<file path="src/rtl/ov7670_pkg.sv">
// Shared types and defaults for the OV7670 DVP capture path.
// The frame state is a plain 2-bit typedef so the constants stay usable in legacy code.
package ov7670_pkg;
  localparam int H_ACT_DEF = 640;
  localparam int V_ACT_DEF = 480;

  typedef logic [1:0] state_t;
  localparam state_t S_SYNC   = 2'd0;
  localparam state_t S_VBLANK = 2'd1;
  localparam state_t S_ACTIVE = 2'd2;

  typedef struct packed {
    logic [3:0] r;
    logic [3:0] g;
    logic [3:0] b;
  } rgb444_t;

  function automatic int fb_addr_w(input int h, input int v);
    return $clog2(h * v);
  endfunction
endpackage

</file>
<file path="src/rtl/cam_sync.sv">
// Two-flop synchronizer for the DVP bus plus registered edge detection.
// Data rides the same stages as pclk, so o_d_s is aligned with o_pclk_rise.
module cam_sync (
  input  logic       i_clk,
  input  logic       i_rst,
  input  logic       i_pclk,
  input  logic       i_href,
  input  logic       i_vsync,
  input  logic [7:0] i_d,
  output logic       o_pclk_rise,
  output logic       o_href_s,
  output logic       o_href_fall,
  output logic       o_vsync_s,
  output logic       o_vsync_rise,
  output logic       o_vsync_fall,
  output logic [7:0] o_d_s
);
  logic [10:0] r_meta, r_sync;
  logic        r_pclk_q, r_href_q, r_vsync_q;
  logic        r_pclk_rise, r_href_s, r_href_fall, r_vsync_s, r_vsync_rise, r_vsync_fall;
  logic [7:0]  r_d_s;
  logic        w_pclk_s, w_href_s, w_vsync_s;
  logic [7:0]  w_d_s;

  assign {w_pclk_s, w_href_s, w_vsync_s, w_d_s} = r_sync;

  always_ff @(posedge i_clk) begin
    if (!i_rst) begin
      r_meta       <= '0;
      r_sync       <= '0;
      r_pclk_q     <= 1'b0;
      r_href_q     <= 1'b0;
      r_vsync_q    <= 1'b0;
      r_pclk_rise  <= 1'b0;
      r_href_s     <= 1'b0;
      r_href_fall  <= 1'b0;
      r_vsync_s    <= 1'b0;
      r_vsync_rise <= 1'b0;
      r_vsync_fall <= 1'b0;
      r_d_s        <= '0;
    end else begin
      r_meta       <= {i_pclk, i_href, i_vsync, i_d};
      r_sync       <= r_meta;
      r_pclk_q     <= w_pclk_s;
      r_href_q     <= w_href_s;
      r_vsync_q    <= w_vsync_s;
      r_pclk_rise  <= w_pclk_s & ~r_pclk_q;
      r_href_s     <= w_href_s;
      r_href_fall  <= ~w_href_s & r_href_q;
      r_vsync_s    <= w_vsync_s;
      r_vsync_rise <= w_vsync_s & ~r_vsync_q;
      r_vsync_fall <= ~w_vsync_s & r_vsync_q;
      r_d_s        <= w_d_s;
    end
  end

  assign o_pclk_rise  = r_pclk_rise;
  assign o_href_s     = r_href_s;
  assign o_href_fall  = r_href_fall;
  assign o_vsync_s    = r_vsync_s;
  assign o_vsync_rise = r_vsync_rise;
  assign o_vsync_fall = r_vsync_fall;
  assign o_d_s        = r_d_s;
endmodule

</file>
<file path="src/rtl/ov7670_capture.sv">
// OV7670 RGB444 capture: frame FSM, byte pairing and linear frame-buffer write generation.
// Optional DECIMATE_EN keeps only even rows/cols and packs them into a half-size buffer.
module ov7670_capture
  import ov7670_pkg::*;
#(
  parameter int H_ACT  = H_ACT_DEF,
  parameter int V_ACT  = V_ACT_DEF,
  parameter int ADDR_W = fb_addr_w(H_ACT, V_ACT)
) (
  input  logic              i_clk,
  input  logic              i_rst,
  input  logic              i_cap_en,
  input  logic              i_cam_pclk,
  input  logic              i_cam_href,
  input  logic              i_cam_vsync,
  input  logic [7:0]        i_cam_d,
  output logic              o_wr_en,
  output logic [ADDR_W-1:0] o_wr_addr,
  output logic [11:0]       o_wr_data,
  output logic              o_frame_done,
  output logic              o_capturing
);
  localparam int CW = $clog2(H_ACT + 1);
  localparam int RW = $clog2(V_ACT + 1);
  localparam logic [CW-1:0] COL_MAX = CW'(H_ACT);
  localparam logic [RW-1:0] ROW_MAX = RW'(V_ACT);
`ifdef DECIMATE_EN
  localparam logic [ADDR_W-1:0] BASE_STEP = ADDR_W'(H_ACT / 2);
`else
  localparam logic [ADDR_W-1:0] BASE_STEP = ADDR_W'(H_ACT);
`endif

  logic              w_pclk_rise, w_href_s, w_href_fall, w_vsync_s, w_vsync_rise, w_vsync_fall;
  logic [7:0]        w_d_s;
  logic              w_in_win, w_keep, w_base_adv;
  logic [ADDR_W-1:0] w_addr;

  state_t            r_state;
  logic              r_arm, r_phase;
  logic [3:0]        r_hi;
  logic [CW-1:0]     r_col;
  logic [RW-1:0]     r_row;
  logic [ADDR_W-1:0] r_base;
  logic              r_wr_en, r_frame_done;
  logic [ADDR_W-1:0] r_wr_addr;
  rgb444_t           r_pix;

  cam_sync u_sync (
    .i_clk        (i_clk),
    .i_rst        (i_rst),
    .i_pclk       (i_cam_pclk),
    .i_href       (i_cam_href),
    .i_vsync      (i_cam_vsync),
    .i_d          (i_cam_d),
    .o_pclk_rise  (w_pclk_rise),
    .o_href_s     (w_href_s),
    .o_href_fall  (w_href_fall),
    .o_vsync_s    (w_vsync_s),
    .o_vsync_rise (w_vsync_rise),
    .o_vsync_fall (w_vsync_fall),
    .o_d_s        (w_d_s)
  );

  assign w_in_win = (r_col < COL_MAX) && (r_row < ROW_MAX);
`ifdef DECIMATE_EN
  assign w_keep     = ~r_row[0] & ~r_col[0];
  assign w_base_adv = ~r_row[0];
  assign w_addr     = r_base + ADDR_W'(r_col >> 1);
`else
  assign w_keep     = 1'b1;
  assign w_base_adv = 1'b1;
  assign w_addr     = r_base + ADDR_W'(r_col);
`endif

  always_ff @(posedge i_clk) begin
    if (!i_rst) begin
      r_state      <= S_SYNC;
      r_arm        <= 1'b0;
      r_phase      <= 1'b0;
      r_hi         <= '0;
      r_col        <= '0;
      r_row        <= '0;
      r_base       <= '0;
      r_wr_en      <= 1'b0;
      r_frame_done <= 1'b0;
      r_wr_addr    <= '0;
      r_pix        <= '0;
    end else begin
      r_wr_en      <= 1'b0;
      r_frame_done <= 1'b0;
      case (r_state)
        S_SYNC: if (w_vsync_s) r_state <= S_VBLANK;
        S_VBLANK: if (w_vsync_fall) begin
          r_arm   <= i_cap_en;
          r_row   <= '0;
          r_col   <= '0;
          r_base  <= '0;
          r_phase <= 1'b0;
          r_state <= S_ACTIVE;
        end
        S_ACTIVE: begin
          // Frame close wins over a coincident byte; any half pixel is lost.
          if (w_vsync_rise) begin
            r_frame_done <= r_arm;
            r_state      <= S_VBLANK;
          end else if (w_href_fall) begin
            r_phase <= 1'b0;
            r_col   <= '0;
            if (r_row < ROW_MAX) begin
              r_row <= r_row + RW'(1);
              if (w_base_adv) r_base <= r_base + BASE_STEP;
            end
          end else if (w_href_s && w_pclk_rise) begin
            r_phase <= ~r_phase;
            if (!r_phase) begin
              r_hi <= w_d_s[3:0];
            end else begin
              if (r_arm && w_in_win && w_keep) begin
                r_wr_en   <= 1'b1;
                r_wr_addr <= w_addr;
                r_pix     <= rgb444_t'({r_hi, w_d_s});
              end
              if (r_col < COL_MAX) r_col <= r_col + CW'(1);
            end
          end
        end
        default: r_state <= S_SYNC;
      endcase
    end
  end

  assign o_wr_en      = r_wr_en;
  assign o_wr_addr    = r_wr_addr;
  assign o_wr_data    = r_pix;
  assign o_frame_done = r_frame_done;
  assign o_capturing  = r_arm && (r_state == S_ACTIVE);
endmodule

</file>
<file path="config.mk">
export PLATFORM = sky130hd
export DESIGN_NAME = ov7670_capture
export DESIGN_NICKNAME = d
export VERILOG_FILES = /design/src/rtl/ov7670_pkg.sv /design/src/rtl/cam_sync.sv /design/src/rtl/ov7670_capture.sv
export SDC_FILE = /design/constraint.sdc
export NUM_CORES = 1
export LEC_CHECK = 0
export CORE_MARGIN = 2
export CORE_UTILIZATION = 45
export DETAILED_ROUTE_END_ITERATION = 7
export PLACE_DENSITY_LB_ADDON = 0.08
export SETUP_SLACK_MARGIN = 0.1
export SLEW_MARGIN = 10
export SYNTH_ARGS = -nofsm -noshare
export SYNTH_HDL_FRONTEND = slang
export SYNTH_SLANG_ARGS = --single-unit
</file>
<file path="constraint.sdc">
create_clock -name i_clk -period 4.6 [get_ports i_clk]
set_input_delay 0.92 -clock i_clk [delete_from_list [all_inputs] [get_ports i_clk]]
set_output_delay 0.92 -clock i_clk [all_outputs]
set_load 0.05 [all_outputs]
</file>
Yosys cells after proc, flatten, opt, wreduce, memory -nomap -nowiden
Cells that the tools add are included.

word-level totals
  bits in registers = 116
  bits in latches = 0
  RAM bits = 0
  bits in read-only memories = 0
  input port bits = 14
  output and inout bits = 34
  word-level logic and storage cells = 96
  memories kept = 0

cells by class
  $add $sub $neg = 4
  multipliers = 0
  divide/modulo/power cells = 0
  magnitude comparators = 2
  eq/ne operators = 11
  shift-type cells = 0
  mux-type cells = 27
  bitwise gates (word level) = 14
  reductions and logical operators = 15

operators with widths
  kind                                                   number
  two-way mux 19 bit                                     4
  two-way mux 10 bit                                     6
  one-hot mux 19 bit (2 select lines)                    1
  two-way mux 9 bit                                      4
  one-hot mux 10 bit (2 select lines)                    1
  adder 19 x 10 -> 19 bit                                1
  adder 19 x 10 -> 19 bit, second input constant         1
  one-hot mux 9 bit (2 select lines)                     1
  AND reduction 6 bit                                    2
  adder 10 x 1 -> 10 bit, second input constant          1
  less-than comparator 10 bit, second input constant     1
  NOT 1 bit                                              10
  AND reduction 5 bit                                    2
  adder 9 x 1 -> 9 bit, second input constant            1
  less-than comparator 9 bit, second input constant      1
  inequality test 3 x 2 -> 1 bit, second input constant  3
  inequality test 2 x 1 -> 1 bit, second input constant  4
  two-way mux 2 bit                                      3
  one-hot mux 2 bit (3 select lines)                     1
  AND reduction 3 bit                                    2
  OR reduction 6 bit                                     1
  two-way mux 1 bit                                      5
  AND 1 bit                                              4
  logical AND 1 bit                                      4
  other kinds (8)                                        9

Longest topological paths before layout
  depth in word-level cells = 7
  depth in mapped cells = 8
  depth with buffers taken out = 6

Modules after synthesis
A second synthesis with hierarchy kept.

second synthesis, totals
  cell total of the unflattened synthesis = 428
  area, all modules = 4,322.9 um^2

modules (own cells, without submodules)
  module          times used  cells each  area an instance (um^2)  seq. area each (um^2)
  ov7670_capture  1           351         3,279.4                  1,441.4
  cam_sync        1           77          1,043.5                  740.7

Worst setup path before layout
Ideal clock, no wire load.

  path type = flip-flop to output port
  start = reg r_state[1]
  end = out o_capturing
  arrival = 1,032 ps
  required time = 3,680 ps
  slack = 2,648 ps
  cell stages (with the launch flop) = 5
  path buffers = 1
  cells stage by stage = dfxtp_1 nor2b_2 buf_6 nand2_4 inv_1

on the way
  longest elaborated chain between the ends = 2

RTL lines
  what                    RTL line               source
  start, declared         ov7670_capture.sv:38   state_t r_state;
  start signal, assigned  ov7670_capture.sv:77   r_state <= S_SYNC;
  start signal, assigned  ov7670_capture.sv:92   S_SYNC: if (w_vsync_s) r_state <= S_VBLANK;
  start signal, assigned  ov7670_capture.sv:99   r_state <= S_ACTIVE;
  == test 2 bit           ov7670_capture.sv:136  assign o_capturing = r_arm && (r_state == S_ACTIVE);
  logical AND 1 bit       ov7670_capture.sv:136
  end, declared           ov7670_capture.sv:21   output logic o_capturing

Every way passes these cells.

Worst setup path in the final report
Same ends and word-level chain as after synthesis.

==> flow_metrics.tcl <==
set metrics [dict create \
    cp.required_ns 3.68 \
    worst-slew-pin-transition_ns 0.879 \
    number_of_cts_inserted_buffers 9 \
    total_power_mw 1.58 \
    hold_viol_final 0 \
    worstPathBufferInverterCount 2 \
    syn-num-nets 477 \
    h-tree-depth 3 \
    worst_path_class_setup "reg2out" \
    cts_hold_buffers 0 \
    synthesis.area_per_instance_um2 9.55 \
    placed_cell_area_um2 4880 \
    cts_resized 0 \
    crit_slowest_cell "sky130_fd_sc_hd__clkdlybuf4s50_1" \
    post_cts_clock_slew_at_the_launch_and_capture_registers_of_the_worst_setup_and_hold_paths_ns 0.11 \
    final_net_count 514 \
    timing.critical_path.arrival_ns 2.23 \
    iteration_0_drc_markers 91 \
    layout-area-overhead-vs-synth_pct 17.0 \
    cp_max_fo 10 \
    clock_tree_from_tritoncts "yes" \
    cp-end-kind "output pin" \
    max_stage_delay_ns 0.80 \
    grt.total_usage_pct 16.1 \
    post_drt_wl_per_cell_um 12.2 \
    finalSetupTns_ns 0 \
    postSynthRegisterBits 109 \
    layout.cell_area.non_filler_um2 5090 \
    clock_root_buffer "sky130_fd_sc_hd__clkbuf_8" \
    pre_cts_ws_ns 1.87 \
    first_global_vias 2775 \
    status "finished, final reports clean" \
    drive_above_1_share_pct 10.0 \
    antennaDiodeCount 0 \
    timing.final.crit_share_pct 68.6 \
    uppermost_routed_layer "met4" \
    grt-ovfl-total 0 \
    m1WireLength_um 3820 \
    period_needed_ns 3.15 \
    post_cts.repair.setup_buffers 0 \
    slew_headroom_pct 41.4 \
    yosys.cell_types.count 51 \
    grt_pass1_wl_um 13300 \
    routed-wl-met2_um 3530 \
    post-route-drc-count 0 \
    synth_sequential_area_ratio_pct 50.1 \
    synth_area_um2 4350 \
    die_area_um2 10500 \
    cts_sinks 109 \
    port_buffers 47 \
    die_x_um 102 \
    gp_congestion 0.786 \
    p_leak_nw 1.84 \
    ys_warn_count 0 \
    drtPass1Iterations 5 \
    drtAntennaViolNets 0 \
    clk-insertion-delay-late_ns 0.38 \
    core_region_area_um2 9330 \
    synth-async-reset-ratio_pct 0 \
    die_y_um 102 \
    drv.max_cap_violation_count 0 \
    synthCells 456 \
    final-setup-viol-count 0 \
    cell_row_count 35 \
    antenna_found_initial 0 \
    num_io_pins 48 \
    top_family_by_delay_on_critical_path "buffers and inverters" \
    yosys_most_used_dff "sky130_fd_sc_hd__dfxtp_1" \
    achievable-frequency_mhz 317 \
    ctsLongestPathBuffers 2 \
    dp.final_hpwl_um 5390 \
    worst_slack_ns 1.45 \
    power_density_nw_per_um2 310 \
    finalWirelength_um 7670 \
    ir_worst_vdd_mv 0.221 \
    cp_startpoint_kind "flip-flop" \
    synth_enable_flop_cells 0 \
    maximum_number_of_pins_on_one_net_before_global_route_repair 50 \
    initial_core_utilization_pct 46.7 \
    unrepaired_setup_endpoints_after_global_routing "false" \
    detailroute.via_count 3093 \
    worst_hold_path_type "reg2reg" \
    fin_skew_ns 0.0146 \
    detailroute.wirelength.met3_um 176 \
    final_slew_violations 0 \
    detail_route.vias_per_cell 4.93 \
    critical_path.cell_chain "nor2b_2, nand2_4, inv_1, clkdlybuf4s50_1" \
]
-- per-layer routing --
| metal | track usage, % | vias to the layer above |
|---|---|---|
| met5 | 0 | - |
| met4 | 7.08 | 0 |
| met3 | 3.15 | 10 |
| met2 | 25.1 | 48 |
| met1 | 21.8 | 1420 |
| li1 | - | 1615 |
-- registers in the layout, summed over array words and instances (netlist names), 2 cells and up --
signal         flops
u_sync.r_meta     11
o_wr_data         12
r_row              9
r_col             10
r_base            12
o_wr_addr         19
r_hi               4
u_sync.r_sync     11
r_state            2
u_sync.o_d_s       8
-- worst paths after layout --
path,start,to,slack (ns),cells after the start
setup reg to reg,r_state[1],o_wr_addr[17],2.31,6
hold reg to reg,u_sync.r_pclk_q,u_sync.o_pclk_rise,0.39,1
setup / recovery,r_state[1],o_capturing,1.45,4
hold / removal,u_sync.r_pclk_q,u_sync.o_pclk_rise,0.39,1
-- per-stage QoR --
stage | util (%) | hold slack (ns) | std cells
4_1_cts | 54.6 | 0.397 | 627
5_1_grt | 54.6 | 0.418 | 627
2_1_floorplan | - | 0.367 | 456
3_5_place_dp | 52.3 | 0.380 | 611
6_report | 54.6 | 0.391 | 627
3_3_place_gp | 52.3 | 0.378 | 611
-- cell usage in the layout, fill, tap and decap left out, types with 3 or more instances in the layout --
cell and instances:
sky130_fd_sc_hd__a21boi_1 11, sky130_fd_sc_hd__nor2b_1 8, sky130_fd_sc_hd__nand4_1 10, sky130_fd_sc_hd__nand3_1 10
sky130_fd_sc_hd__and2_1 37, sky130_fd_sc_hd__clkdlybuf4s50_1 46, sky130_fd_sc_hd__a21boi_2 10, sky130_fd_sc_hd__a21boi_0 4
sky130_fd_sc_hd__nor2_1 31, sky130_fd_sc_hd__nand2_2 10, sky130_fd_sc_hd__clkbuf_8 9, sky130_fd_sc_hd__ha_1 7
sky130_fd_sc_hd__inv_1 5, sky130_fd_sc_hd__a21oi_1 13, sky130_fd_sc_hd__or3_1 5, sky130_fd_sc_hd__xnor2_1 17
sky130_fd_sc_hd__a31oi_1 3, sky130_fd_sc_hd__o211a_1 4, sky130_fd_sc_hd__nand2_1 56, sky130_fd_sc_hd__o21ai_0 21
sky130_fd_sc_hd__nor3_1 10, sky130_fd_sc_hd__xor2_1 14, sky130_fd_sc_hd__dfxtp_1 109, sky130_fd_sc_hd__mux2i_1 5
sky130_fd_sc_hd__clkinv_8 3
-- synthesized netlist by cell type (all sizes together), types with 2 or more instances --
master | number | area (um^2)
a21boi | 25 | 225
a21oi | 13 | 65.1
a31oi | 3 | 18.8
and2 | 37 | 231
and3 | 2 | 12.5
and4 | 2 | 17.5
buf | 8 | 58.8
clkbuf | 15 | 56.3
dfxtp | 109 | 2180
ha | 7 | 87.6
inv | 5 | 18.8
mux2i | 5 | 50.1
nand2 | 67 | 284
nand3 | 10 | 50.1
nand4 | 11 | 75.1
nor2 | 31 | 116
nor2b | 9 | 58.8
nor3 | 10 | 50.1
nor4 | 4 | 55.1
o2111ai | 2 | 17.5
o211a | 4 | 40.0
o21ai | 22 | 110
o21bai | 2 | 15.0
or2 | 2 | 12.5
or3 | 5 | 31.3
xnor2 | 17 | 149
xor2 | 14 | 123
-- kinds of logic after synthesis --
logic type | count (synthesis) | synth area share, %
simple gates | 197 | 24.3
flops | 109 | 50.1
compound gates | 78 | 13.0
xor+xnor | 31 | 6.24
buf+inv | 28 | 3.07
fa+ha+maj | 7 | 2.01
mux | 5 | 1.15
other cells | 1 | 0.0861
-- report_power, final --
part / internal, mW / switching, mW / leakage [nW]
clock network: 0.221 / 0.359 / 0.106
registers: 0.956 / 0.00456 / 0.884
logic: 0.0213 / 0.0168 / 0.854
-- worst register-to-register path, delay by kind of cell, from the launching register on --
kind | cells | cell delay (ns)
flops | 1 | 0.40
simple gates | 3 | 1.19
compound gates | 2 | 0.28
buf+inv | 1 | 0.37
-- cell type report --
class / count / area [um^2]
tap: 129 / 161
multi-input combinational: 319 / 2040
timing repair buffer: 49 / 480
fill: 853 / 4230
inverter: 5 / 18.8
sequential: 109 / 2180
clock buffer: 9 / 124
clock inverter: 7 / 88.8
Note: power is estimated with default switching activity, not from simulation.
